[src/rtl/snoop_bus_pkg.sv]
// Shared types for the extended-config bus-number snoop table.
package snoop_bus_pkg;

    typedef logic [7:0] bus_num_t;

    typedef struct packed {
        bus_num_t pri;
        bus_num_t sec;
        bus_num_t sub;
    } bus_triplet_t;

    localparam logic [9:0] BUS_REG_ADDR_DEF = 10'h6;

endpackage

[src/rtl/snoop_ext_bus_table_if.sv]
// Extended config write snoop channel plus the bus-number lookup handshake.
interface snoop_ext_bus_table_if #(
    parameter int FUNC_W = 2
);
    logic              usp_cfg_ext_write_received;
    logic [9:0]        usp_cfg_ext_register_number;
    logic [7:0]        usp_cfg_ext_function_number;
    logic [31:0]       usp_cfg_ext_write_data;
    logic [3:0]        usp_cfg_ext_write_byte_enable;
    logic              lookup_req;
    logic [7:0]        lookup_bus;
    logic              lookup_rsp_valid;
    logic              lookup_hit;
    logic [FUNC_W-1:0] lookup_func;

    modport master (
        output usp_cfg_ext_write_received, usp_cfg_ext_register_number,
               usp_cfg_ext_function_number, usp_cfg_ext_write_data,
               usp_cfg_ext_write_byte_enable, lookup_req, lookup_bus,
        input  lookup_rsp_valid, lookup_hit, lookup_func
    );

    modport slave (
        input  usp_cfg_ext_write_received, usp_cfg_ext_register_number,
               usp_cfg_ext_function_number, usp_cfg_ext_write_data,
               usp_cfg_ext_write_byte_enable, lookup_req, lookup_bus,
        output lookup_rsp_valid, lookup_hit, lookup_func
    );
endinterface

[src/rtl/snoop_bus_range_match.sv]
// Single-function check: does bus fall inside this function's sec..sub window.
module snoop_bus_range_match
    import snoop_bus_pkg::*;
(
    input  bus_triplet_t triplet,
    input  logic         valid,
    input  bus_num_t     bus,
    output logic         match
);

    assign match = valid && (bus >= triplet.sec) && (bus <= triplet.sub);

endmodule

[src/rtl/snoop_ext_bus_table.sv]
// Snoops bus-number config writes per function and routes bus numbers to the
// owning function with a one-cycle registered lookup.
module snoop_ext_bus_table
    import snoop_bus_pkg::*;
#(
    parameter int         NUM_FUNC     = 4,
    parameter logic [9:0] BUS_REG_ADDR = BUS_REG_ADDR_DEF,
    parameter int         CNT_W        = 16
) (
    input  logic                    usp_user_clk,
    input  logic                    sys_reset_n,
    snoop_ext_bus_table_if.slave    ext,
    output logic [8*NUM_FUNC-1:0]   bus_pri,
    output logic [8*NUM_FUNC-1:0]   bus_sec,
    output logic [8*NUM_FUNC-1:0]   bus_sub,
    output logic [NUM_FUNC-1:0]     func_bus_ready,
    output logic [NUM_FUNC-1:0]     func_range_valid,
    output logic [NUM_FUNC-1:0]     bus_update_pulse,
    output logic [CNT_W-1:0]        write_event_count
);

    localparam int FUNC_W = (NUM_FUNC > 1) ? $clog2(NUM_FUNC) : 1;

    bus_triplet_t        tbl_q [NUM_FUNC];
    bus_triplet_t        tbl_d [NUM_FUNC];
    logic [2:0]          rdy_q [NUM_FUNC];
    logic [2:0]          rdy_d [NUM_FUNC];
    logic [NUM_FUNC-1:0] match;
    logic                accept;
    logic [FUNC_W-1:0]   wr_idx;
    logic [FUNC_W-1:0]   hit_idx;
    logic                hit_any;
    logic                unused_bits;

    assign accept = ext.usp_cfg_ext_write_received
                 && (ext.usp_cfg_ext_register_number == BUS_REG_ADDR)
                 && (ext.usp_cfg_ext_function_number < 8'(NUM_FUNC));
    assign wr_idx = ext.usp_cfg_ext_function_number[FUNC_W-1:0];
    assign unused_bits = ^{ext.usp_cfg_ext_write_data[31:24], ext.usp_cfg_ext_write_byte_enable[3]};

    always_comb begin
        for (int f = 0; f < NUM_FUNC; f++) begin
            tbl_d[f] = tbl_q[f];
            rdy_d[f] = rdy_q[f];
            if (accept && (wr_idx == FUNC_W'(f))) begin
                if (ext.usp_cfg_ext_write_byte_enable[0]) begin
                    tbl_d[f].pri = ext.usp_cfg_ext_write_data[7:0];
                    rdy_d[f][0]  = 1'b1;
                end
                if (ext.usp_cfg_ext_write_byte_enable[1]) begin
                    tbl_d[f].sec = ext.usp_cfg_ext_write_data[15:8];
                    rdy_d[f][1]  = 1'b1;
                end
                if (ext.usp_cfg_ext_write_byte_enable[2]) begin
                    tbl_d[f].sub = ext.usp_cfg_ext_write_data[23:16];
                    rdy_d[f][2]  = 1'b1;
                end
            end
        end
    end

    // Status flags are derived from the next-state table so they move with it.
    always_ff @(posedge usp_user_clk or negedge sys_reset_n) begin
        if (!sys_reset_n) begin
            for (int f = 0; f < NUM_FUNC; f++) begin
                tbl_q[f] <= '0;
                rdy_q[f] <= '0;
            end
            func_bus_ready   <= '0;
            func_range_valid <= '0;
            bus_update_pulse <= '0;
        end else begin
            for (int f = 0; f < NUM_FUNC; f++) begin
                tbl_q[f]            <= tbl_d[f];
                rdy_q[f]            <= rdy_d[f];
                func_bus_ready[f]   <= &rdy_d[f];
                func_range_valid[f] <= (&rdy_d[f]) && (tbl_d[f].sec != 8'd0)
                                       && (tbl_d[f].sec <= tbl_d[f].sub);
                bus_update_pulse[f] <= (tbl_d[f] != tbl_q[f]);
            end
        end
    end

    for (genvar g = 0; g < NUM_FUNC; g++) begin : g_func
        assign bus_pri[8*g +: 8] = tbl_q[g].pri;
        assign bus_sec[8*g +: 8] = tbl_q[g].sec;
        assign bus_sub[8*g +: 8] = tbl_q[g].sub;

        snoop_bus_range_match u_match (
            .triplet (tbl_q[g]),
            .valid   (func_range_valid[g]),
            .bus     (ext.lookup_bus),
            .match   (match[g])
        );
    end

    always_comb begin
        hit_any = |match;
        hit_idx = '0;
        for (int f = NUM_FUNC - 1; f >= 0; f--) begin
            if (match[f]) hit_idx = FUNC_W'(f);
        end
    end

    // Compare uses the registered table, so a same-cycle write is not yet visible.
    always_ff @(posedge usp_user_clk or negedge sys_reset_n) begin
        if (!sys_reset_n) begin
            ext.lookup_rsp_valid <= 1'b0;
            ext.lookup_hit       <= 1'b0;
            ext.lookup_func      <= '0;
        end else begin
            ext.lookup_rsp_valid <= ext.lookup_req;
            ext.lookup_hit       <= ext.lookup_req && hit_any;
            ext.lookup_func      <= ext.lookup_req ? hit_idx : '0;
        end
    end

    always_ff @(posedge usp_user_clk or negedge sys_reset_n) begin
        if (!sys_reset_n) begin
            write_event_count <= '0;
        end else if (accept && (write_event_count != {CNT_W{1'b1}})) begin
            write_event_count <= write_event_count + 1'b1;
        end
    end

endmodule
[src/flat_wrapper.sv]
// flat-port wrapper written by rule: the top's interface ports become plain ports
module snoop_ext_bus_table_flat import snoop_bus_pkg::*;
#(
    parameter int         NUM_FUNC     = 4,
    parameter logic [9:0] BUS_REG_ADDR = BUS_REG_ADDR_DEF,
    parameter int         CNT_W        = 16
)
  (usp_user_clk, sys_reset_n, bus_pri, bus_sec, bus_sub, func_bus_ready, func_range_valid, bus_update_pulse, write_event_count, ext_usp_cfg_ext_write_received, ext_usp_cfg_ext_register_number, ext_usp_cfg_ext_function_number, ext_usp_cfg_ext_write_data, ext_usp_cfg_ext_write_byte_enable, ext_lookup_req, ext_lookup_bus, ext_lookup_rsp_valid, ext_lookup_hit, ext_lookup_func);
  snoop_ext_bus_table_if ext_i ();
  input  logic usp_user_clk;
  input  logic sys_reset_n;
  output logic [8*NUM_FUNC-1:0] bus_pri;
  output logic [8*NUM_FUNC-1:0] bus_sec;
  output logic [8*NUM_FUNC-1:0] bus_sub;
  output logic [NUM_FUNC-1:0] func_bus_ready;
  output logic [NUM_FUNC-1:0] func_range_valid;
  output logic [NUM_FUNC-1:0] bus_update_pulse;
  output logic [CNT_W-1:0] write_event_count;
  input wire logic [$bits(ext_i.usp_cfg_ext_write_received)-1:0] ext_usp_cfg_ext_write_received;
  input wire logic [$bits(ext_i.usp_cfg_ext_register_number)-1:0] ext_usp_cfg_ext_register_number;
  input wire logic [$bits(ext_i.usp_cfg_ext_function_number)-1:0] ext_usp_cfg_ext_function_number;
  input wire logic [$bits(ext_i.usp_cfg_ext_write_data)-1:0] ext_usp_cfg_ext_write_data;
  input wire logic [$bits(ext_i.usp_cfg_ext_write_byte_enable)-1:0] ext_usp_cfg_ext_write_byte_enable;
  input wire logic [$bits(ext_i.lookup_req)-1:0] ext_lookup_req;
  input wire logic [$bits(ext_i.lookup_bus)-1:0] ext_lookup_bus;
  output wire logic [$bits(ext_i.lookup_rsp_valid)-1:0] ext_lookup_rsp_valid;
  output wire logic [$bits(ext_i.lookup_hit)-1:0] ext_lookup_hit;
  output wire logic [$bits(ext_i.lookup_func)-1:0] ext_lookup_func;
  assign ext_i.usp_cfg_ext_write_received = ext_usp_cfg_ext_write_received;
  assign ext_i.usp_cfg_ext_register_number = ext_usp_cfg_ext_register_number;
  assign ext_i.usp_cfg_ext_function_number = ext_usp_cfg_ext_function_number;
  assign ext_i.usp_cfg_ext_write_data = ext_usp_cfg_ext_write_data;
  assign ext_i.usp_cfg_ext_write_byte_enable = ext_usp_cfg_ext_write_byte_enable;
  assign ext_i.lookup_req = ext_lookup_req;
  assign ext_i.lookup_bus = ext_lookup_bus;
  assign ext_lookup_rsp_valid = ext_i.lookup_rsp_valid;
  assign ext_lookup_hit = ext_i.lookup_hit;
  assign ext_lookup_func = ext_i.lookup_func;
  snoop_ext_bus_table #(.NUM_FUNC(NUM_FUNC), .BUS_REG_ADDR(BUS_REG_ADDR), .CNT_W(CNT_W)) u_core (.usp_user_clk(usp_user_clk), .sys_reset_n(sys_reset_n), .ext(ext_i), .bus_pri(bus_pri), .bus_sec(bus_sec), .bus_sub(bus_sub), .func_bus_ready(func_bus_ready), .func_range_valid(func_range_valid), .bus_update_pulse(bus_update_pulse), .write_event_count(write_event_count));
endmodule
[config.mk]
export PLATFORM = sky130hd
export DESIGN_NAME = snoop_ext_bus_table_flat
export DESIGN_NICKNAME = d
export VERILOG_FILES = /design/src/rtl/snoop_bus_pkg.sv /design/src/rtl/snoop_ext_bus_table_if.sv /design/src/rtl/snoop_bus_range_match.sv /design/src/rtl/snoop_ext_bus_table.sv /design/src/flat_wrapper.sv
export SDC_FILE = /design/constraint.sdc
export NUM_CORES = 1
export LEC_CHECK = 0
export BUFFER_PORTS_ARGS = -buffer_cell sky130_fd_sc_hd__buf_2
export CORE_UTILIZATION = 56
export CTS_CLUSTER_SIZE = 10
export DETAILED_ROUTE_END_ITERATION = 7
export GPL_ROUTABILITY_DRIVEN = 0
export PLACE_DENSITY = 0.88
export SYNTH_ARGS = -nofsm -noshare
export SYNTH_HDL_FRONTEND = slang
export SYNTH_SLANG_ARGS = --single-unit
[constraint.sdc]
create_clock -name usp_user_clk -period 2.5 [get_ports usp_user_clk]
set_input_delay 0.375 -clock usp_user_clk [delete_from_list [all_inputs] [get_ports usp_user_clk]]
set_output_delay 0.375 -clock usp_user_clk [all_outputs]
set_load 0.005 [all_outputs]
==> flow_summary_export.csv <==
group,metric,value,unit
run_status,outcome,"complete, but fails checks",
run_status,violations,"negative setup slack",
cells_and_area,layout-drive-gt1-share,34.9,%
clocking,cts_root_buf,"clkbuf_16",
logic_synthesis,synth_ff_type,"dfrtp_1",
cells_and_area,layout.nets,1346,
detailed_routing,drt-initial-drc-count,1049,
timing,worst_slew_pin_slew,0.622,ns
timing,setup_viol,4,
detailed_routing,via_per_inst,6.27,
logic_synthesis,synth-edff-count,0,
min_path,hold_class,"input port to register",
min_path,hp-start,"ext_lookup_req",
detailed_routing,via_count,8902,
flow_run,max_cap_viol_count,0,
timing,fin_setup_tns,-0.786,ns
timing,fin_hold_ws,0.0498,ns
power_and_ir_drop,total_power,0.00533,W
worst_setup_path,cpPeakStageDelay,0.42,ns
logic_synthesis,yosysUniqueCellTypes,63,
worst_setup_path,path_cells,"buf_6, nor4b_4, nand2_2, buf_4, nor3_4, buf_12, mux2_4, ha_1, and4_4, nand2_1, or4_1, a311oi_1",
logic_synthesis,synthMuxAreaShare,7.39,%
detailed_routing,top_layer,"met4",
clocking,cts_tree,"built",
logic_synthesis,synthArstFlopShare,100,%
timing,fin_crit,2.75,ns
worst_setup_path,end_kind,"register",
floorplan,start_util,57.5,%
floorplan,io_pins,194,
detailed_routing,wl_per_cell,22.5,µm
timing,fmax,0.363,GHz
placement,place_area,10900,µm²
logic_synthesis,synth_adder_area_share,12.3,%
logic_synthesis,synth-simple-area-share,14.6,%
worst_setup_path,crit_start,"ext_usp_cfg_ext_function_number[7]",
worst_setup_path,crit_required,2.84,ns
logic_synthesis,synth_xor_area_share,11.1,%
worst_setup_path,reg2reg_from,"u_core.bus_sec[17]",
global_route,grt_max_degree,63,
cells_and_area,area_growth,29.8,%
global_route,grt_pass1_vias,8643,
placement,io_buffer_count,184,
timing,finalWorstSetupSlack,-0.253,ns
detailed_routing,ant_nets,0,
power_and_ir_drop,leakagePower,6.19,nW
worst_setup_path,slowest_stage,"or4_1",
worst_setup_path,r2r_slack,0.06,ns
cells_and_area,finalInstanceArea,11900,µm²
detailed_routing,dr.pass1.iters,8,
floorplan,rows,46,
timing,slew_viol_final,0,
cells_and_area,num-fill-cells,957,
clocking,cts_made_buffers,17,
placement,hpwl,21.3,mm
detailed_routing,wl,32.0,mm
logic_synthesis,yosysWarnings,0,
timing,rsz0062_at_grt,"yes",
timing,worst_clock_skew,0.00945,ns
detailed_routing,wl_met1,11.4,mm
logic_synthesis,synth.ff_latch_count,140,
logic_synthesis,synth_top_family_by_area,"simple AND/OR/NAND/NOR gates",
detailed_routing,drc_errors,0,
detailed_routing,wl_met3,3.56,mm
logic_synthesis,synthesis.area,9130,µm²
detailed_routing,wl_met2,14.4,mm
clocking,clkTransAtPathRegs,0.07,ns
clocking,clkLatencyLatePin,0.44,ns
logic_synthesis,ys_seq_area_share,38.4,%
clocking,numClockSinks,140,
clocking,cts_buffer_depth,2,
global_route,grt_pass1_wl,46.3,mm
timing,max-slew-margin-rel,58.5,%
worst_setup_path,crit_fanout,7,
cells_and_area,layout_common_cells,"buf_2 (177), dfrtp_1 (140), inv_1 (94)",
floorplan,die_width,130,µm
logic_synthesis,syn_nets,1087,
logic_synthesis,syn_inst,931,
logic_synthesis,synth_compound_area_share,10.2,%
worst_setup_path,start_kind,"input port",
global_route,grt_overflow,0,
timing,finalCritPeriodShare,110,%
timing,hold_viol_final,0,
cells_and_area,n_antenna_cell,0,
cells_and_area,final_common_cell,"buf_2",
logic_synthesis,avgSynthCellArea,9.81,µm²
power_and_ir_drop,power_density,450,nW/µm²
clocking,htreeDepth,4,
power_and_ir_drop,ir_drop,0.000514,V
global_route,grt_use_total,37.3,%
floorplan,die_area,16800,µm²
floorplan,die_h,130,µm
floorplan,fp.coreArea,15900,µm²
worst_setup_path,worstPathArrival,3.09,ns
worst_setup_path,critPathKind,"input port to register",
global_route,grt_antenna_before_repair,0,
==> cells by family after synthesis <==
family,after synthesis
compound gates,150
xor+xnor,116
fa+ha+maj,90
buf+inv,138
flops,140
mux,61
simple gates,236
==> cell type report <==
| class | count | area (µm²) | share of cell area, % |
|---|---|---|---|
| clock buffer | 17 | 425 | 3.59 |
| clock inverter | 15 | 166 | 1.40 |
| inverter | 94 | 353 | 2.98 |
| multi-input combinational | 653 | 5340 | 45.0 |
| sequential | 140 | 3500 | 29.6 |
| tap | 216 | 270 | 2.28 |
| timing repair buffer | 284 | 1800 | 15.2 |
==> repair_timing <==
action | CTS | global route
setup endpoints to repair | 4 | 5
endpoints found under the hold margin | 60 | 0
resized for setup | 33 | 27
buffers inserted | 8 | 6
pin swaps | 17 | 12
cloned | 0 | 0
hold buffers | 1 | 0
==> worst paths after layout <==
| path | end | depth (start not counted) |
|---|---|---|
| setup / recovery | u_core.func_range_valid[2] | 12 |
| hold / removal | u_core.ext.lookup_rsp_valid | 1 |
| setup reg to reg | u_core.ext.lookup_hit | 8 |
| hold reg to reg | u_core.rdy_q[3] | 2 |
| max in group asynchronous | u_core.bus_pri[10] | 3 |
| min in group asynchronous | u_core.bus_sec[29] | 2 |
==> Yosys cell counts, types with 7 or more instances <==
cell type / instances / share of area, %
a21o_1: 21 / 1.7
a21oi_1: 30 / 1.6
and3_1: 14 / 0.96
clkbuf_1: 34 / 1.4
dfrtp_1: 140 / 38
ha_1: 90 / 12
inv_1: 94 / 3.9
mux2_2: 47 / 5.8
mux2i_1: 13 / 1.4
nand2_1: 61 / 2.5
nand2b_1: 13 / 0.89
nand3_1: 10 / 0.55
nand4_1: 39 / 2.7
nor2_1: 26 / 1.1
nor2b_1: 10 / 0.69
nor3_1: 11 / 0.60
nor4_1: 12 / 0.82
o21a_1: 7 / 0.58
o21ai_0: 54 / 3.0
or2_2: 7 / 0.48
xnor2_1: 90 / 8.6
xor2_1: 26 / 2.5
==> sequential cells by signal (all words and copies together) (netlist names) <==
name and flops:
u_core.ext.lookup_func 2, u_core.ext.lookup_hit 1, u_core.write_event_count 16, u_core.bus_pri 32, u_core.ext.lookup_rsp_valid 1, u_core.func_bus_ready 4
u_core.bus_sub 32, u_core.rdy_q 12, u_core.func_range_valid 4, u_core.bus_update_pulse 4, u_core.bus_sec 32
==> critical path: cells and delay by family <==
family	cells	cell delay, ns
muxes	1	0.33
buffers and inverters	3	0.44
adders and majority gates	1	0.32
AOI/OAI and AO/OA	1	0.29
and+or+nand+nor	6	1.33
==> through the flow <==
step | util, % | worst slack, ns | cells
5_1_grt | 74.6 | -0.326 | 1419
4_1_cts | 73.6 | -0.176 | 1413
3_3_place_gp | 68.5 | -0.493 | 1372
3_5_place_dp | 68.5 | -0.700 | 1372
2_1_floorplan | - | -0.372 | 931
6_report | 74.6 | -0.253 | 1419
==> routing by layer <==
metal  global-route usage, %  vias to the layer above
met3                    10.6                      252
met1                    43.8                     4174
li1                        -                     3772
met2                    58.5                      704
met4                    27.6                        0
met5                       0                        -
==> report_power, final <==
group | internal (W) | switching, W | leakage [nW]
clock network | 0.00143 | 0.00116 | 0.291
registers | 0.00227 | 0.000000311 | 1.76
logic | 0.000171 | 0.000303 | 4.14
No activity file was read; power rests on OpenSTA's default activity.
